==> config.mk <==
export PLATFORM = sky130hd
export DESIGN_NAME = alu_arbiter
export DESIGN_NICKNAME = d
export VERILOG_FILES = /design/src/rtl/alu_pkg.sv /design/src/rtl/myalu.sv /design/src/rtl/alu_arbiter.sv
export SDC_FILE = /design/constraint.sdc
export NUM_CORES = 1
export LEC_CHECK = 0
export BUFFER_PORTS_ARGS = -buffer_cell sky130_fd_sc_hd__buf_2
export CAP_MARGIN = 10
export CORE_MARGIN = 5
export CORE_UTILIZATION = 40
export CTS_CLUSTER_SIZE = 14
export DETAILED_ROUTE_END_ITERATION = 7
export HOLD_SLACK_MARGIN = 0.15
export PLACE_DENSITY_LB_ADDON = 0.12
export REMOVE_ABC_BUFFERS = 1
export SLEW_MARGIN = 20
export SYNTH_ARGS = -nofsm -noshare
export SYNTH_HDL_FRONTEND = slang
export SYNTH_SLANG_ARGS = --single-unit
==> constraint.sdc <==
create_clock -name clk -period 9.85 [get_ports clk]
set_clock_uncertainty 0.2 [all_clocks]
set_input_delay 1.97 -clock clk [delete_from_list [all_inputs] [get_ports clk]]
set_output_delay 1.97 -clock clk [all_outputs]
set_load 0.01 [all_outputs]
==> src/rtl/alu_pkg.sv <==
// Shared definitions for the arbitrated ALU: opcode encodings, FSM states
// and the default operand width.
package alu_pkg;

   localparam int NUMBITS_DEF = 16;

   localparam logic [2:0] OP_UADD = 3'b000;
   localparam logic [2:0] OP_SADD = 3'b001;
   localparam logic [2:0] OP_USUB = 3'b010;
   localparam logic [2:0] OP_SSUB = 3'b011;
   localparam logic [2:0] OP_AND  = 3'b100;
   localparam logic [2:0] OP_OR   = 3'b101;
   localparam logic [2:0] OP_XOR  = 3'b110;
   localparam logic [2:0] OP_SHL  = 3'b111;

   typedef enum logic [1:0] {
      IDLE = 2'd0,
      EXEC = 2'd1,
      CAPT = 2'd2,
      RESP = 2'd3
   } state_t;

endpackage

==> src/rtl/myalu.sv <==
// Registered ALU: result and flags appear one clock after opcode/operands.
// Carry on subtraction is the borrow out; unsigned ops report overflow as carry.
module myalu
   import alu_pkg::*;
#(
   parameter int NUMBITS = NUMBITS_DEF
) (
   input  logic               clk,
   input  logic               reset,
   input  logic [2:0]         opcode,
   input  logic [NUMBITS-1:0] A,
   input  logic [NUMBITS-1:0] B,
   output logic [NUMBITS-1:0] result,
   output logic               carryout,
   output logic               overflow,
   output logic               zero
);

   logic [NUMBITS:0]   sum;
   logic [NUMBITS:0]   dif;
   logic [NUMBITS-1:0] r_n;
   logic               c_n;
   logic               v_n;

   always_comb begin
      sum = {1'b0, A} + {1'b0, B};
      dif = {1'b0, A} - {1'b0, B};
      r_n = '0;
      c_n = 1'b0;
      v_n = 1'b0;
      case (opcode)
         OP_UADD: begin
            r_n = sum[NUMBITS-1:0];
            c_n = sum[NUMBITS];
            v_n = sum[NUMBITS];
         end
         OP_SADD: begin
            r_n = sum[NUMBITS-1:0];
            c_n = sum[NUMBITS];
            v_n = (A[NUMBITS-1] == B[NUMBITS-1]) && (r_n[NUMBITS-1] != A[NUMBITS-1]);
         end
         OP_USUB: begin
            r_n = dif[NUMBITS-1:0];
            c_n = dif[NUMBITS];
            v_n = dif[NUMBITS];
         end
         OP_SSUB: begin
            r_n = dif[NUMBITS-1:0];
            c_n = dif[NUMBITS];
            v_n = (A[NUMBITS-1] != B[NUMBITS-1]) && (r_n[NUMBITS-1] != A[NUMBITS-1]);
         end
         OP_AND: r_n = A & B;
         OP_OR:  r_n = A | B;
         OP_XOR: r_n = A ^ B;
         default: begin
            r_n = {A[NUMBITS-2:0], 1'b0};
            c_n = A[NUMBITS-1];
         end
      endcase
   end

   always_ff @(posedge clk or posedge reset) begin
      if (reset) begin
         result   <= '0;
         carryout <= 1'b0;
         overflow <= 1'b0;
         zero     <= 1'b0;
      end else begin
         result   <= r_n;
         carryout <= c_n;
         overflow <= v_n;
         zero     <= (r_n == '0);
      end
   end

endmodule

==> src/rtl/alu_arbiter.sv <==
// Two-requester front end for a shared registered ALU: round-robin grant,
// operand latch, four-state sequencer and a held response register.
module alu_arbiter
   import alu_pkg::*;
#(
   parameter int NUMBITS = NUMBITS_DEF
) (
   input  logic               clk,
   input  logic               reset,
   input  logic               req0_valid,
   output logic               req0_ready,
   input  logic [2:0]         req0_opcode,
   input  logic [NUMBITS-1:0] req0_a,
   input  logic [NUMBITS-1:0] req0_b,
   input  logic               req1_valid,
   output logic               req1_ready,
   input  logic [2:0]         req1_opcode,
   input  logic [NUMBITS-1:0] req1_a,
   input  logic [NUMBITS-1:0] req1_b,
   output logic               resp_valid,
   input  logic               resp_ready,
   output logic               resp_id,
   output logic [NUMBITS-1:0] resp_result,
   output logic               resp_carry,
   output logic               resp_overflow,
   output logic               resp_zero,
   output logic               busy
);

   state_t             state;
   logic               last_grant;
   logic [2:0]         op_q;
   logic [NUMBITS-1:0] a_q;
   logic [NUMBITS-1:0] b_q;
   logic               id_q;
   logic               idle;
   logic               gnt1;
   logic               alu_rst;
   logic [NUMBITS-1:0] alu_result;
   logic               alu_carry;
   logic               alu_ovf;
   logic               alu_zero;

   // Readys are held low while reset is asserted even though state is IDLE.
   assign idle       = (state == IDLE) && reset;
   assign gnt1       = req1_valid && (!req0_valid || !last_grant);
   assign req0_ready = idle && req0_valid && !gnt1;
   assign req1_ready = idle && gnt1;
   assign alu_rst    = ~reset;

   myalu #(.NUMBITS(NUMBITS)) u_alu (
      .clk      (clk),
      .reset    (alu_rst),
      .opcode   (op_q),
      .A        (a_q),
      .B        (b_q),
      .result   (alu_result),
      .carryout (alu_carry),
      .overflow (alu_ovf),
      .zero     (alu_zero)
   );

   always_ff @(posedge clk or negedge reset) begin
      if (!reset) begin
         state         <= IDLE;
         busy          <= 1'b0;
         last_grant    <= 1'b1;
         op_q          <= OP_UADD;
         a_q           <= '0;
         b_q           <= '0;
         id_q          <= 1'b0;
         resp_valid    <= 1'b0;
         resp_id       <= 1'b0;
         resp_result   <= '0;
         resp_carry    <= 1'b0;
         resp_overflow <= 1'b0;
         resp_zero     <= 1'b0;
      end else begin
         case (state)
            IDLE: begin
               if (req0_ready || req1_ready) begin
                  state      <= EXEC;
                  busy       <= 1'b1;
                  last_grant <= req1_ready;
                  id_q       <= req1_ready;
                  op_q       <= req1_ready ? req1_opcode : req0_opcode;
                  a_q        <= req1_ready ? req1_a : req0_a;
                  b_q        <= req1_ready ? req1_b : req0_b;
               end
            end
            EXEC: state <= CAPT;
            CAPT: begin
               state         <= RESP;
               resp_valid    <= 1'b1;
               resp_id       <= id_q;
               resp_result   <= alu_result;
               resp_carry    <= alu_carry;
               resp_overflow <= alu_ovf;
               resp_zero     <= alu_zero;
            end
            default: begin
               if (resp_ready) begin
                  state      <= IDLE;
                  busy       <= 1'b0;
                  resp_valid <= 1'b0;
               end
            end
         endcase
      end
   end

endmodule

# After elaboration in Yosys (flattened, before gate mapping)
# Cells that the tools add are included.
[word_totals]
wordCells = 77
out_inout_bits = 24
regBits = 80
[op_classes]
bitwise_logic = 5
mux = 13
eq_ne = 13
n_addsub = 2
n_reduce_logical = 27
[op_table]
columns = ["op", "count"]
rows = [
  ["16-bit one-hot mux with 5 select lines", 1],
  ["16-bit 2-to-1 mux", 2],
  ["16-bit by 16-bit adder with 17-bit output", 1],
  ["16-bit by 16-bit subtractor with 17-bit output", 1],
  ["16-bit AND", 1],
  ["16-bit logical NOT", 1],
  ["16-bit bitwise OR", 1],
  ["16-bit XOR", 1],
  ["3-bit equality test (second input constant)", 3],
  ["2-bit OR reduction", 4],
  ["1-bit logical AND", 7],
  ["3-bit by 2-bit equality test with 1-bit output (second input constant)", 2],
  ["2-bit one-hot mux with 3 select lines", 1],
  ["2-bit AND reduction", 3],
  ["2-bit 2-to-1 mux", 2],
  ["1-bit one-hot mux with 2 select lines", 2],
  ["1-bit one-hot mux with 4 select lines", 1],
  ["2-bit nonzero test", 2],
  ["4-bit nonzero test", 1],
  ["3-bit by 1-bit equality test with 1-bit output (second input constant)", 1],
  ["1-bit logical NOT", 3],
  ["3-bit logical NOT", 1],
  ["3-bit 2-to-1 mux", 1],
  ["1-bit inequality test", 3],
  ["11 further kinds", 14],
]

# Longest topological paths before layout
# Gate-level depths: netlist of run 1.
[logic_depth]
ltp_word = 8
ltp_mapped = 12

# Modules after synthesis
# A second synthesis of run 1 with hierarchy kept.
[hier_totals]
cells_unflattened = 608
hier_area_um2 = 5890.6
[by_module_without_submodules]
columns = ["mod", "area_per_inst_um2", "seq_area_each_um2", "instances", "cells_each"]
rows = [
  ["myalu", 3288.2, 475.5, 1, 415],
  ["alu_arbiter", 2602.5, 1527.7, 1, 193],
]

# Worst setup path before layout of run 1
# No wires, ideal clock.
[synth_path]
path_type = "input-to-output"
start = "input req1_valid"
end = "output req1_ready"
t_arrival_ps = 2815
path_buffers = 1
slack_ps = 4865
stages = 3
required_ps = 7680
path_cell_list = "nand3_1 > a21oi_1 > clkbuf_1"
[synth_between]
elab_chain_len = 2
[synth_lines]
columns = ["element", "line_no", "text"]
rows = [
  ["start, declared", "alu_arbiter.sv:15", "input logic req1_valid,"],
  ["1-bit logical AND", "alu_arbiter.sv:46", "assign gnt1 = req1_valid && (!req0_valid || !last_grant);"],
  ["1-bit logical AND", "alu_arbiter.sv:48", "assign req1_ready = idle && gnt1;"],
  ["end, declared", "alu_arbiter.sv:16", "output logic req1_ready,"],
]
# Every way passes these cells.

# Final worst setup path of run 1
[layout_path]
start = "input reset"
end = "output req1_ready"
[layout_between]
elab_chain_len = 2
[layout_lines]
columns = ["element", "line_no", "text"]
rows = [
  ["start, declared", "alu_arbiter.sv:9", "input logic reset,"],
  ["1-bit logical AND", "alu_arbiter.sv:45", "assign idle = (state == IDLE) && reset;"],
  ["1-bit logical AND", "alu_arbiter.sv:48", ""],
]
# Every way passes these cells.

==> results of run 1 <==
per-layer routing:
metal	wire length, um	GRT usage (%)
met3	1014	2.989
met1	7110	27.13
met4	191	5.806
met5	0	0
met2	6709	28.38
kinds of logic (layout without fill, tap and decap cells):
kind of cell	Yosys count	in the layout	synth area share [%]
AO/OA/AOI/OAI	154	154	20.83
AND/OR/NAND/NOR	120	120	10.56
buffers and inverters	131	222	8.975
XOR/XNOR	5	5	0.7795
adder cells (fa/ha/maj)	55	55	12.52
multiplexers	42	42	10.69
flip-flops	80	80	35.66
critical path, delay by kind of cell:
kind	cells	cell delay, ps
AOI/OAI and AO/OA	1	150
buffers and inverters	3	900
and+or+nand+nor	1	220
layout by cell type, fill, tap and decap left out, types with 3 or more instances in the layout:
| cell | netlist | final |
|---|---|---|
| inv_1 | 98 | 98 |
| buf_2 | 2 | 97 |
| dfrtp_1 | 79 | 79 |
| ha_1 | 53 | 53 |
| a222oi_1 | 35 | 35 |
| nand2_1 | 32 | 32 |
| nor2_1 | 31 | 31 |
| a21oi_1 | 27 | 25 |
| mux2_2 | 24 | 24 |
| o21ai_0 | 22 | 22 |
| nand3_1 | 13 | 13 |
| mux4_2 | 12 | 12 |
| nor3_1 | 9 | 9 |
| o311ai_0 | 9 | 9 |
| clkbuf_16 | 0 | 9 |
| a211oi_1 | 8 | 8 |
| a21o_1 | 8 | 8 |
| buf_4 | 0 | 8 |
| or4_1 | 7 | 7 |
| nand2b_1 | 6 | 6 |
| mux2i_1 | 6 | 6 |
| o31ai_1 | 5 | 5 |
| xnor2_1 | 5 | 5 |
| nand4_1 | 4 | 4 |
| nor4_1 | 4 | 4 |
| o21bai_1 | 3 | 3 |
| a221oi_1 | 3 | 3 |
| o211ai_1 | 3 | 3 |
| a31oi_1 | 3 | 3 |
| a22o_1 | 3 | 3 |
path summary, 6_finish.rpt:
path / startpoint / end / cells after the start
min: u_alu.result[7] / resp_result[7] / 1
max in group asynchronous: reset / b_q[1] / 2
min reg2reg: u_alu.result[7] / resp_result[7] / 1
max reg2reg: a_q[0] / u_alu.zero / 12
max: reset / req1_ready / 5
min in group asynchronous: reset / b_q[8] / 1
registers in the layout, summed over array words and instances (netlist names):
name,count
a_q,16
b_q,16
busy,1
id_q,1
last_grant,1
op_q,3
resp_carry,1
resp_id,1
resp_overflow,1
resp_result,16
resp_valid,1
resp_zero,1
state,2
u_alu.carryout,1
u_alu.overflow,1
u_alu.result,16
u_alu.zero,1
power by group through the flow:
stage          clock network (W)  logic, W  registers, W
2_1_floorplan                  0   0.00104      0.000618
3_3_place_gp                   0   0.00145      0.000601
3_5_place_dp                   0   0.00148      0.000608
4_1_cts                 0.000344   0.00148      0.000603
5_1_grt                 0.000358   0.00165      0.000622
6_report                0.000335   0.00149      0.000601
area by class of cell:
| type | count | area share, % |
|---|---|---|
| clock inverters | 5 | 0.8947 |
| clock buffers | 11 | 3.541 |
| repair buffers | 105 | 8.300 |
| flip-flops and latches | 80 | 30.48 |
| multi-input cells | 376 | 47.55 |
| inverters | 101 | 5.806 |
| well taps | 180 | 3.427 |
Yosys cell counts, drive strengths merged, types with 4 or more instances:
cell type	n	share of area [%]
mux2	24	4.8
nand4	4	0.45
nor3	10	0.98
a211oi	8	1.1
nor2	31	2.1
or4	7	0.94
a21o	8	1.1
xnor2	5	0.78
o311ai	9	1.4
nand3	13	1.2
nand2	32	2.1
a21oi	27	2.4
o31ai	5	0.67
ha	53	12
dfrtp	79	35
buf	8	0.71
nor4	4	0.45
clkbuf	22	1.5
o21ai	22	2.0
mux4	12	4.8
mux2i	6	1.1
a222oi	35	6.2
inv	100	6.7
nand2b	6	0.67
metrics by stage:
stage,cell area (um2),std cells,util [%],setup WS (ps)
after global placement,6281,842,45.43,4440
after detailed placement,6281,842,45.43,4378
after CTS,6573,858,47.53,4373
after global routing,6573,858,47.53,4229
after floorplan,5495,557,-,4223
final,6573,858,47.53,4415
==> out/summary.txt, run 1 <==
Switch share: 46.30%
Startpoint Class: primary input
HP Class: reg2reg
Crit. End Element: output port
Core area: 13830 um2
CP max stage cell: buf_4
Synth Flop Type: dfrtp_1
Port Buffers: 98
Power per cell area: 369.3 nW/um2
CP arrival: 3260 ps
Synth warnings: 0
Nets: 803
Post-synth cell types: 65
Area grow syn2layout: 16.99%
Average wire per standard cell: 17.51 um
Pre-antenna DRT Iters: 7
Die area: 16510 um2
All-layer global routing usage: 18.59%
FF/Latch Area: 2003 um2
DIE HEIGHT: 128.5 um
Mapped Area: 5618 um2
Worst-path fanout max: 37
Static Leak: 3.309 nW
Hpwl dp: 10880 um
Number of antenna violations at the first check in global routing: 0
CTS tree: done
Setup_tns: 0 ps
Initial core utilization: 40.63%
Slew Limit Headroom: 37.50%
DRC violations left: 0
Die extent in x: 128.5 um
Multi-input gate area: 3126 um2
I/O pins: 99
Total power: 0.002427 W
Post-synth EDFFs: 0
Worst skew pair latency: 350 ps
Crit path required time: 7680 ps
Placer Congestion: 0.9322
Fin Hold WS: 279.6 ps
First-pass GRT wire length: 24620 um
Switching power of the nets: 0.001124 W
Drt total wl: 15030 um
Fill count: 1329
Share of layout cells above drive strength 1: 24.34%
Row cnt: 43
Max-Cap Viols: 0
GRT Residual Overflow: 0
Post-route minimum period: 5435 ps
Final Cycle Share: 55.18%
Crit-path cells: buf_4 -> nand3_1 -> a21oi_4 -> buf_4 -> buf_2
Sequential area share after synthesis: 35.66%
Critical Path Max Stage Delay: 380 ps
Clock Power Share: 13.8%
Critical setup path kind: in2out
Mapped Cells: 587
# hold bufs at CTS: 0
Via/cell ratio: 5.659
Root buffer cell: clkbuf_16
TritonCTS sink count: 80
Run status: finished clean
R2r setup slk: 5750 ps
Final setup vio count: 0
Htree depth: 3
Max IR drop VDD: 120.6 uV
Comb pwr share: 61.4%
RSZ-0062 raised after global routing: false
Vias in the first global route: 4736
Worst-margin pin slew: 937.4 ps
Cts bufs inserted: 9
Sequential power share: 24.8%
Syn Area/Cell: 9.571 um2
Fraction of registers with async set/reset: 100.0%
Crit path top cell by count: buf_4
CTS resizes: 0
Max Clock Freq: 184.0 MHz
Final Hold Viols: 0
Flops & latches, synth: 80
Clk slew on worst S/H paths: 60 ps
Max-slew violations: 0
ANT cells: 0
Setup Buffers After CTS: 0
Via count: 4855
Max clock buf depth: 2
Largest net degree at the start of global routing: 58
1st-iter DRT viols: 479
Internal power: 0.001303 W
Post-route ant nets: 0
Power figures use the tool's default switching activity.
==> run 2, diff against run 1 <==
--- a/config.mk
+++ b/config.mk
@@ -5,6 +5,7 @@
 export SDC_FILE = /design/constraint.sdc
 export NUM_CORES = 1
 export LEC_CHECK = 0
+export ABC_AREA = 1
 export BUFFER_PORTS_ARGS = -buffer_cell sky130_fd_sc_hd__buf_2
 export CAP_MARGIN = 10
 export CORE_MARGIN = 5
==> constraint.sdc (replaced) <==
create_clock -name clk -period 4.82 [get_ports clk]
set_clock_uncertainty 0.2 [all_clocks]
set_input_delay 0.964 -clock clk [delete_from_list [all_inputs] [get_ports clk]]
set_output_delay 0.964 -clock clk [all_outputs]
set_load 0.01 [all_outputs]
==> run 2 against run 1 <==
Compared with the run above: area after synthesis increased by 9.6%; clock power increased by 120%; die area increased by 8.8%.
==> out/summary.txt, run 2 <==
Core area: 15150 um2 (+9.5%)
Synth warnings: 0 (unchanged)
Average wire per standard cell: 15.18 um (-13%)
Max-Cap Viols: 0 (unchanged)
Post-route ant nets: 0 (unchanged)
Area grow syn2layout: 14.98%
DRC violations left: 0 (unchanged)
Reg2reg start: op_q[1]
Mapped Area: 6156 um2 (+9.6%)
HP Class: in2async
Synth area leaders: dfrtp_1 (32%), nand2_1 (20%), ha_1 (11%)
Fraction of registers with async set/reset: 100.0% (unchanged)
Max-slew violations: 0 (unchanged)
All-layer global routing usage: 20.16% (+1.6 points)
# hold bufs at CTS: 0 (unchanged)
CP arrival: 1790 ps (-1470 ps)
Max Clock Freq: 338.3 MHz
Share of the synthesized area in the top cell type: 32.11% (-3.1 points)
Synth Flop Type: dfrtp_1
Run status: finished clean
Post-synth EDFFs: 0 (unchanged)
Slew Limit Headroom: 39.01% (+1.5 points)
Finished Layout Cells: 1171 (+36%)
RSZ-0062 raised after global routing: false
Post-synth cell types: 45 (-31%)
Pre-antenna DRT Iters: 5 (-2)
Top Layer Used: met4
CTS resizes: 0 (unchanged)
Initial core utilization: 40.64% (about the same)
Placer Congestion: 0.9300 (-0.24%)
Crit path required time: 3660 ps (-4020 ps)
I/O pins: 99 (unchanged)
Root buffer cell: clkbuf_16
Max clock buf depth: 2 (unchanged)
Drt total wl: 17770 um (+18%)
DIE HEIGHT: 134.1 um (+4.3%)
Reg2reg end: u_alu.zero
CTS tree: done
Power per cell area: 764.8 nW/um2 (+110%)
Crit. End Element: output port
Clk slew on worst S/H paths: 60 ps (about the same)
Row cnt: 45 (+4.7%)
Die area: 17970 um2 (+8.8%)
Final Cycle Share: 61.33%
R2r setup slk: 2130 ps (-3620 ps)
GRT Residual Overflow: 0 (unchanged)
Worst-margin pin slew: 914.8 ps (-22.64 ps)
Largest net degree at the start of global routing: 72 (+24%)
Nets: 1108 (+38%)
R2r worst-path depth: 12 (unchanged)
Final setup vio count: 0 (unchanged)
Die extent in x: 134.1 um (+4.3%)
Worst-path fanout max: 12 (-68%)
Sequential area share after synthesis: 32.54% (-3.1 points)
Most frequent cells in the layout: nand2_1 (321), inv_1 (127), buf_2 (97), dfrtp_1 (79), nand3_1 (66)
Count leader, synth: nand2_1
Setup Buffers After CTS: 0 (unchanged)
TritonCTS sink count: 80 (unchanged)
Flops & latches, synth: 80 (unchanged)
First-pass GRT wire length: 28740 um (+17%)
Dpl cells: 1155 (+37%)
Via count: 5825 (+20%)
Post-route minimum period: 2956 ps
Setup_tns: 0 ps (unchanged)
Total power: 0.005413 W (+120%)
Worst skew pair latency: 350 ps (about the same)
Mapped Cells: 893 (+52%)
Max IR drop VDD: 263.0 uV (+120%)
ANT cells: 0 (unchanged)
Met3 routed WL: 901 um (-11%)
Startpoint Class: primary input
Htree depth: 3 (unchanged)
Commonest non-fill, non-tap cell in the layout: nand2_1
Port Buffers: 98 (unchanged)
Critical setup path kind: in2out
Via/cell ratio: 4.974 (-12%)
Routed metal-1 wirelength: 8697 um (+22%)
Leading area contributor after synthesis: dfrtp_1
Post-synth top cells: nand2_1 (321), inv_1 (127), dfrtp_1 (79)
1st-iter DRT viols: 329 (-31%)
Final Hold Viols: 0 (unchanged)
Static Leak: 3.813 nW (+15%)
Met2 wire length: 7882 um (+17%)
Share of layout cells above drive strength 1: 16.48% (-7.9 points)
Hpwl dp: 13520 um (+24%)
Cts bufs inserted: 9 (unchanged)
Syn Area/Cell: 6.894 um2 (-28%)
Number of antenna violations at the first check in global routing: 0 (unchanged)
Fill count: 1621 (+22%)
Vias in the first global route: 5561 (+17%)
==> run 2: critical path: stages <==
cell and delay, ps:
buf_4 170, nand3_1 110, inv_1 70, nand2_1 100
clkinv_1 180, buf_2 190
==> run 2: logic make-up after synthesis <==
logic type                 Yosys count  synth area share (%)
AOI/OAI and AO/OA                  105                 11.44
xor gates and xnor gates             1                0.1423
adders and majority gates           55                 11.42
buffers and inverters              172                 11.42
DFF                                 80                 32.54
and+or+nand+nor                    480                 33.03
==> run 2: routing by layer <==
metal,GRT usage (%),vias to the layer above
li1,-,2992
met1,28.45,2657
met2,32.31,155
met3,2.476,21
met4,6.505,0
met5,0,-
==> run 2: cell type report <==
class	count	area (um2)	area share, %
clock inverters	5	81.33	1.149
repair buffers	102	523.0	7.389
well taps	188	235.2	3.323
multi-input cells	641	3457	48.84
inverters	144	545.5	7.707
flip-flops and latches	80	2003	28.30
clock buffers	11	232.7	3.288
==> run 2: how the worst max path moves through the flow <==
stage                             to        from  slack (ps)  cells past startpoint
after global routing      req0_ready    state[0]        1760                      7
after CTS                 req0_ready       reset        1860                      6
final                     req0_ready       reset        1860                      6
after detailed placement  req0_ready       reset        1860                      6
after floorplan             state[0]  req0_valid        1220                     10
after global placement    req0_ready       reset        1860                      6
==> run 2: power by group <==
part | leakage (nW) | total, W | internal, W | switching (W)
logic | 2.66 | 0.00348 | 0.00113 | 0.00235
clock network | 0.150 | 0.000753 | 0.000456 | 0.000297
registers | 1.00 | 0.00118 | 0.000992 | 0.000185
total | 3.81 | 0.00541 | 0.00258 | 0.00283
==> run 2: through the flow <==
| stage | area (um2) | hold slack, ps | util, % | worst slack, ps |
|---|---|---|---|---|
| floorplan | 5998 | 225.4 | - | 1218 |
| global placement | 6764 | 227.6 | 44.66 | 1861 |
| detailed placement | 6764 | 230.6 | 44.66 | 1863 |
| CTS | 7078 | 238.1 | 46.73 | 1859 |
| global route | 7078 | 247.4 | 46.73 | 1756 |
| finish | 7078 | 243.2 | 46.73 | 1864 |
